[config.mk]
export PLATFORM = sky130hd
export DESIGN_NAME = shift_add_mac
export DESIGN_NICKNAME = d
export VERILOG_FILES = /design/src/rtl/mac_pkg.sv /design/src/rtl/rca_adder.sv /design/src/rtl/shift_add_mac.sv
export SDC_FILE = /design/constraint.sdc
export NUM_CORES = 1
export LEC_CHECK = 0
export ABC_AREA = 1
export BUFFER_PORTS_ARGS = -buffer_cell sky130_fd_sc_hd__buf_2
export CAP_MARGIN = 20
export CORE_MARGIN = 8
export CORE_UTILIZATION = 58
export CTS_BUF_LIST = sky130_fd_sc_hd__clkbuf_8 sky130_fd_sc_hd__clkbuf_16
export DETAILED_ROUTE_END_ITERATION = 16
export GPL_TIMING_DRIVEN = 1
export PLACE_DENSITY = 0.77
export SLEW_MARGIN = 20
export SYNTH_ARGS = -nofsm -noshare
export SYNTH_HDL_FRONTEND = slang
export SYNTH_SLANG_ARGS = --single-unit
export TNS_END_PERCENT = 20
[constraint.sdc]
create_clock -name Clk -period 10.15 [get_ports Clk]
set_input_delay 0.5075 -clock Clk [delete_from_list [all_inputs] [get_ports Clk]]
set_output_delay 0.5075 -clock Clk [all_outputs]
set_load 0.01 [all_outputs]
[src/rtl/mac_pkg.sv]
// Shared types and default sizing for the shift-and-add multiply-accumulate element.
package mac_pkg;

    typedef enum logic [1:0] {
        IDLE,
        MUL,
        ACC,
        DONE
    } state_t;

    localparam int unsigned MAC_WIDTH = 8;
    localparam int unsigned MAC_ACC_W = 24;

endpackage

[src/rtl/rca_adder.sv]
// N-bit ripple-carry adder; each bit is a full adder built from two half-adder stages.
module rca_adder #(
    parameter int unsigned N = 8
) (
    input  logic [N-1:0] A,
    input  logic [N-1:0] B,
    input  logic         Cin,
    output logic [N-1:0] Sum,
    output logic         Cout
);

    logic [N:0] carry;

    assign carry[0] = Cin;

    for (genvar i = 0; i < N; i++) begin : g_bit
        logic p, g, pc;
        // First half adder: propagate/generate; second half adder folds in the carry.
        assign p            = A[i] ^ B[i];
        assign g            = A[i] & B[i];
        assign Sum[i]       = p ^ carry[i];
        assign pc           = p & carry[i];
        assign carry[i + 1] = g | pc;
    end

    assign Cout = carry[N];

endmodule

[src/rtl/shift_add_mac.sv]
// Sequential unsigned shift-and-add multiply-accumulate element with valid/ready handshakes.
// Optional sticky accumulator carry-out flag when SHIFT_ADD_MAC_OVF_EN is defined.
module shift_add_mac
    import mac_pkg::*;
#(
    parameter int unsigned WIDTH = MAC_WIDTH,
    parameter int unsigned ACC_W = MAC_ACC_W
) (
    input  logic             Clk,
    input  logic             Rst,
    input  logic             InValid,
    output logic             InReady,
    input  logic [WIDTH-1:0] A,
    input  logic [WIDTH-1:0] B,
    input  logic             Last,
    output logic             OutValid,
    input  logic             OutReady,
    output logic [ACC_W-1:0] Result
`ifdef SHIFT_ADD_MAC_OVF_EN
    ,
    output logic             Overflow
`endif
);

    localparam int unsigned P_W   = 2 * WIDTH;
    localparam int unsigned CNT_W = $clog2(WIDTH + 1);

    if (WIDTH < 2) begin : g_width_check
        $error("WIDTH must be at least 2");
    end
    if (ACC_W < 2 * WIDTH) begin : g_acc_w_check
        $error("ACC_W must be at least 2*WIDTH");
    end

    state_t             state_q, state_d;
    logic [P_W-1:0]     mcand_q, mcand_d;
    logic [WIDTH-1:0]   mplier_q, mplier_d;
    logic [P_W-1:0]     product_q, product_d;
    logic [CNT_W-1:0]   count_q, count_d;
    logic               last_q, last_d;
    logic [ACC_W-1:0]   acc_q, acc_d;

    logic [P_W-1:0]     prod_sum;
    logic               prod_cout;
    logic [ACC_W-1:0]   acc_sum;
    logic               acc_cout;

    rca_adder #(
        .N (P_W)
    ) u_prod_adder (
        .A    (product_q),
        .B    (mcand_q),
        .Cin  (1'b0),
        .Sum  (prod_sum),
        .Cout (prod_cout)
    );

    rca_adder #(
        .N (ACC_W)
    ) u_acc_adder (
        .A    (acc_q),
        .B    (ACC_W'(product_q)),
        .Cin  (1'b0),
        .Sum  (acc_sum),
        .Cout (acc_cout)
    );

    // The shifted multiplicand never pushes the product past 2*WIDTH bits.
    logic unused_prod_cout;
    assign unused_prod_cout = prod_cout;

`ifdef SHIFT_ADD_MAC_OVF_EN
    logic ovf_q, ovf_d;
    assign Overflow = ovf_q;
`else
    logic unused_acc_cout;
    assign unused_acc_cout = acc_cout;
`endif

    assign InReady  = (state_q == IDLE) && !Rst;
    assign OutValid = (state_q == DONE);
    assign Result   = acc_q;

    always_comb begin
        state_d   = state_q;
        mcand_d   = mcand_q;
        mplier_d  = mplier_q;
        product_d = product_q;
        count_d   = count_q;
        last_d    = last_q;
        acc_d     = acc_q;
`ifdef SHIFT_ADD_MAC_OVF_EN
        ovf_d     = ovf_q;
`endif
        unique case (state_q)
            IDLE: begin
                if (InValid) begin
                    mcand_d   = {{WIDTH{1'b0}}, A};
                    mplier_d  = B;
                    product_d = '0;
                    count_d   = '0;
                    last_d    = Last;
                    state_d   = MUL;
                end
            end
            MUL: begin
                if (mplier_q[0]) begin
                    product_d = prod_sum;
                end
                mcand_d  = mcand_q << 1;
                mplier_d = mplier_q >> 1;
                count_d  = count_q + 1'b1;
                if (count_q == CNT_W'(WIDTH - 1)) begin
                    state_d = ACC;
                end
            end
            ACC: begin
                acc_d = acc_sum;
`ifdef SHIFT_ADD_MAC_OVF_EN
                ovf_d = ovf_q | acc_cout;
`endif
                state_d = last_q ? DONE : IDLE;
            end
            DONE: begin
                if (OutReady) begin
                    acc_d   = '0;
`ifdef SHIFT_ADD_MAC_OVF_EN
                    ovf_d   = 1'b0;
`endif
                    state_d = IDLE;
                end
            end
            default: state_d = IDLE;
        endcase
    end

    always_ff @(posedge Clk or posedge Rst) begin
        if (Rst) begin
            state_q   <= IDLE;
            mcand_q   <= '0;
            mplier_q  <= '0;
            product_q <= '0;
            count_q   <= '0;
            last_q    <= 1'b0;
            acc_q     <= '0;
`ifdef SHIFT_ADD_MAC_OVF_EN
            ovf_q     <= 1'b0;
`endif
        end else begin
            state_q   <= state_d;
            mcand_q   <= mcand_d;
            mplier_q  <= mplier_d;
            product_q <= product_d;
            count_q   <= count_d;
            last_q    <= last_d;
            acc_q     <= acc_d;
`ifdef SHIFT_ADD_MAC_OVF_EN
            ovf_q     <= ovf_d;
`endif
        end
    end

endmodule
==> flow_metrics.env <==
export IMPL_outcome="finished clean"
export IMPL_routed_wl_um=7520
export IMPL_dp_worst_setup_slack_ps=2080
export IMPL_synth_area_leader_cell="dfrtp_1"
export IMPL_track_usage_pct=16.9
export IMPL_min_path_type="input port to flip-flop"
export IMPL_reg2reg_slack_ps=2090
export IMPL_critical_path_arrival_ps=8260
export IMPL_final_period_utilization_pct=79.4
export IMPL_io_buffers=46
export IMPL_maxSlewViolCount=0
export IMPL_seqCellArea_sq_um=1780
export IMPL_synth_nets=452
export IMPL_cts_setup_buffers=0
export IMPL_maxSlewHeadroom_pct=40.5
export IMPL_num_rows=29
export IMPL_clock_sinks=71
export IMPL_ys_warn_count=0
export IMPL_antenna_found_initial=0
export IMPL_drc_errors=0
export IMPL_holdPathStages=3
export IMPL_drt_vias_per_instance=5.32
export IMPL_path_clk_slew_ps=70
export IMPL_clk_insertion_delay_late_ps=340
export IMPL_crit_cells=27
export IMPL_synth_seq_area_share_pct=46.7
export IMPL_gp_congestion=0.819
export IMPL_first_global_vias=2830
export IMPL_syn_instance_count=392
export IMPL_synth_top_cell_area_share_pct=46.7
export IMPL_path_max_fanout=3
export IMPL_clock_power_share_pct=19.5
export IMPL_leakagePower_nw=2.07
export IMPL_synth_edf_count=0
export IMPL_syn_area_sq_um=3800
export IMPL_numCtsBuffers=9
export IMPL_critPathKind="flip-flop to flip-flop"
export IMPL_path_buf_inv=2
export IMPL_finalCriticalPeriod_ps=8060
export IMPL_antenna_cells=0
export IMPL_num_vias=2714
export IMPL_hold_viol=0
export IMPL_worst_slew_pin_slew_ps=892
export IMPL_internal_power_w=0.000692
export IMPL_die_y_um=97.0
export IMPL_multi_input_area_sq_um=1620
export IMPL_syn_to_final_growth_pct=10.7
export IMPL_drive_gt1_share_pct=17.1
export IMPL_postCtsHoldBufs=0
export IMPL_clock_path_buffers=2
export IMPL_pin_count=47
export IMPL_holdPathEnd="last_q"
export IMPL_finalSetupViolCount=0
export IMPL_peakVddDrop_uv=185
export IMPL_crit_family="adder cells"
export IMPL_seqPwrFrac_pct=37.6
export IMPL_post_drt_wl_per_cell_um=14.7
export IMPL_first_iter_violations=153
export IMPL_ys_async_sr_fraction_pct=100
export IMPL_dp_hpwl_um=5150
export IMPL_yosysMostFrequentCell="nand2_1"
export IMPL_h_tree_depth=3
export IMPL_grt_overflow_total=0
export IMPL_p_comb_share_pct=42.8
export IMPL_r2r_start="product_q[0]"
export IMPL_min_from="Last"
export IMPL_grt_first_pass_wirelength_um=13100
export IMPL_worstRegToRegCells=27
export IMPL_ctsResizeCount=0
export IMPL_synth_distinct_cells=25
export IMPL_initial_utilization_pct=59.9
export IMPL_die_x_um=97.0
export IMPL_synth_avg_cell_area_sq_um=9.70
export IMPL_cap_violations=0
export IMPL_fin_tns_setup_ps=0
export IMPL_crit_top_cell="fa_1"
export IMPL_core_sq_um=6350
export IMPL_crit_required_ps=10350
export IMPL_synthTopCellsByArea="dfrtp_1 47%, fa_1 15%, nand2_1 8.8%, inv_1 6.7%, o22ai_1 5.9%"
export IMPL_setup_ws_ps=2090
export IMPL_p_sw_share_pct=42.5
export IMPL_r2r_end="Result[22]"
export IMPL_cellPowerDensity_nw_per_um2=286
export IMPL_skew_ps=2.71
export IMPL_synth_common_cells="89 x nand2_1, 71 x dfrtp_1, 68 x inv_1"
export IMPL_ys_seq_elements=71
export IMPL_power_switching_w=0.000512
export IMPL_start_kind="flip-flop"
export IMPL_critPathCaptureType="flip-flop"
export IMPL_synth_main_ff_cell="dfrtp_1"
export IMPL_antenna_left=0
export IMPL_cpPeakStageDelay_ps=430
export IMPL_die_area_sq_um=9400
export IMPL_first_pass_iters=5
export IMPL_crit_path_start="product_q[0]"
export IMPL_grt_max_degree=72
export IMPL_cp_slowest_cell="fa_1"
export IMPL_fillers=502
export IMPL_timing_fmax_ghz=0.124
export IMPL_rsz0062_at_grt="no"
export IMPL_clockRootBuffer="clkbuf_8"
export IMPL_final_nets=488
export IMPL_cts_tree="built"
==> worst min-delay path, stage by stage <==
cell	delay, ps
buf_2	70
nand3_1	60
nand2_1	60
==> power by group through the flow <==
stage          Sequential (W)  Combinational [W]  Clock [W]
4_1_cts              0.000453           0.000521   0.000239
6_report             0.000453           0.000516   0.000235
2_1_floorplan        0.000452           0.000401          0
3_5_place_dp         0.000457           0.000514          0
5_1_grt              0.000466           0.000601   0.000251
3_3_place_gp         0.000452           0.000488          0
==> routing by layer <==
layer  share of wire [%]  GRT usage [%]  wire (um)
met4                 2.2           8.28        169
met5                   0              0          0
met1                  44           21.3       3280
met2                  49           26.2       3690
met3                 5.0           4.69        379
==> stage by stage <==
| step | cell area (sq um) | utilization (%) | hold slack, ps | std cells | power, W |
|---|---|---|---|---|---|
| floorplan | 3800 | - | 442 | 392 | 0.000853 |
| global placement | 3990 | 62.9 | 454 | 494 | 0.000940 |
| detailed placement | 3990 | 62.9 | 468 | 494 | 0.000971 |
| CTS | 4200 | 66.2 | 381 | 510 | 0.00121 |
| global route | 4210 | 66.3 | 400 | 510 | 0.00132 |
| finish | 4210 | 66.3 | 394 | 510 | 0.00120 |
==> sequential cells by signal, indices dropped and copies added, names as in the netlist <==
register and count:
Result 24, count_q 4, last_q 1, mcand_q 16, mplier_q 8, product_q 16, state_q 2
==> cell families (layout without fill, tap and decap cells) <==
logic type	after synthesis	count (layout)	synth area share, %
buffers and inverters	93	134	10.8
xor gates and xnor gates	1	1	0.230
AOI/OAI and AO/OA	62	62	9.45
and+or+nand+nor	126	126	14.3
DFF	71	71	46.7
adders and majority gates	39	39	18.6
==> cells in the final DEF, fill, tap and decap left out <==
| cell | instances |
|---|---|
| a21oi_1 | 2 |
| a21oi_4 | 1 |
| and2_1 | 1 |
| buf_2 | 46 |
| buf_4 | 1 |
| bufinv_16 | 1 |
| clkbuf_8 | 12 |
| clkinv_2 | 2 |
| dfrtp_1 | 71 |
| fa_1 | 29 |
| ha_1 | 10 |
| inv_1 | 68 |
| inv_2 | 4 |
| nand2_1 | 89 |
| nand2_2 | 3 |
| nand2_4 | 1 |
| nand3_1 | 21 |
| nand3_2 | 1 |
| nand4_1 | 1 |
| nor2_1 | 6 |
| nor2_4 | 2 |
| nor3_1 | 1 |
| o21ai_0 | 19 |
| o21ai_1 | 4 |
| o22ai_1 | 36 |
| xnor2_1 | 1 |
==> worst max-delay path by stage <==
stage and end:
2_1_floorplan Result[22], 3_3_place_gp Result[22], 3_5_place_dp Result[22], 4_1_cts Result[22], 5_1_grt Result[22], 6_report Result[22]
==> area by class of cell <==
| cell class | count | share of cell area [%] |
|---|---|---|
| sequential | 71 | 42.2 |
| inverter | 71 | 6.33 |
| timing repair buffer | 47 | 5.65 |
| tap | 77 | 2.29 |
| multi-input combinational | 228 | 38.6 |
| clock inverter | 4 | 1.04 |
| clock buffer | 12 | 3.92 |
Note: power is estimated with default switching activity, not from simulation.
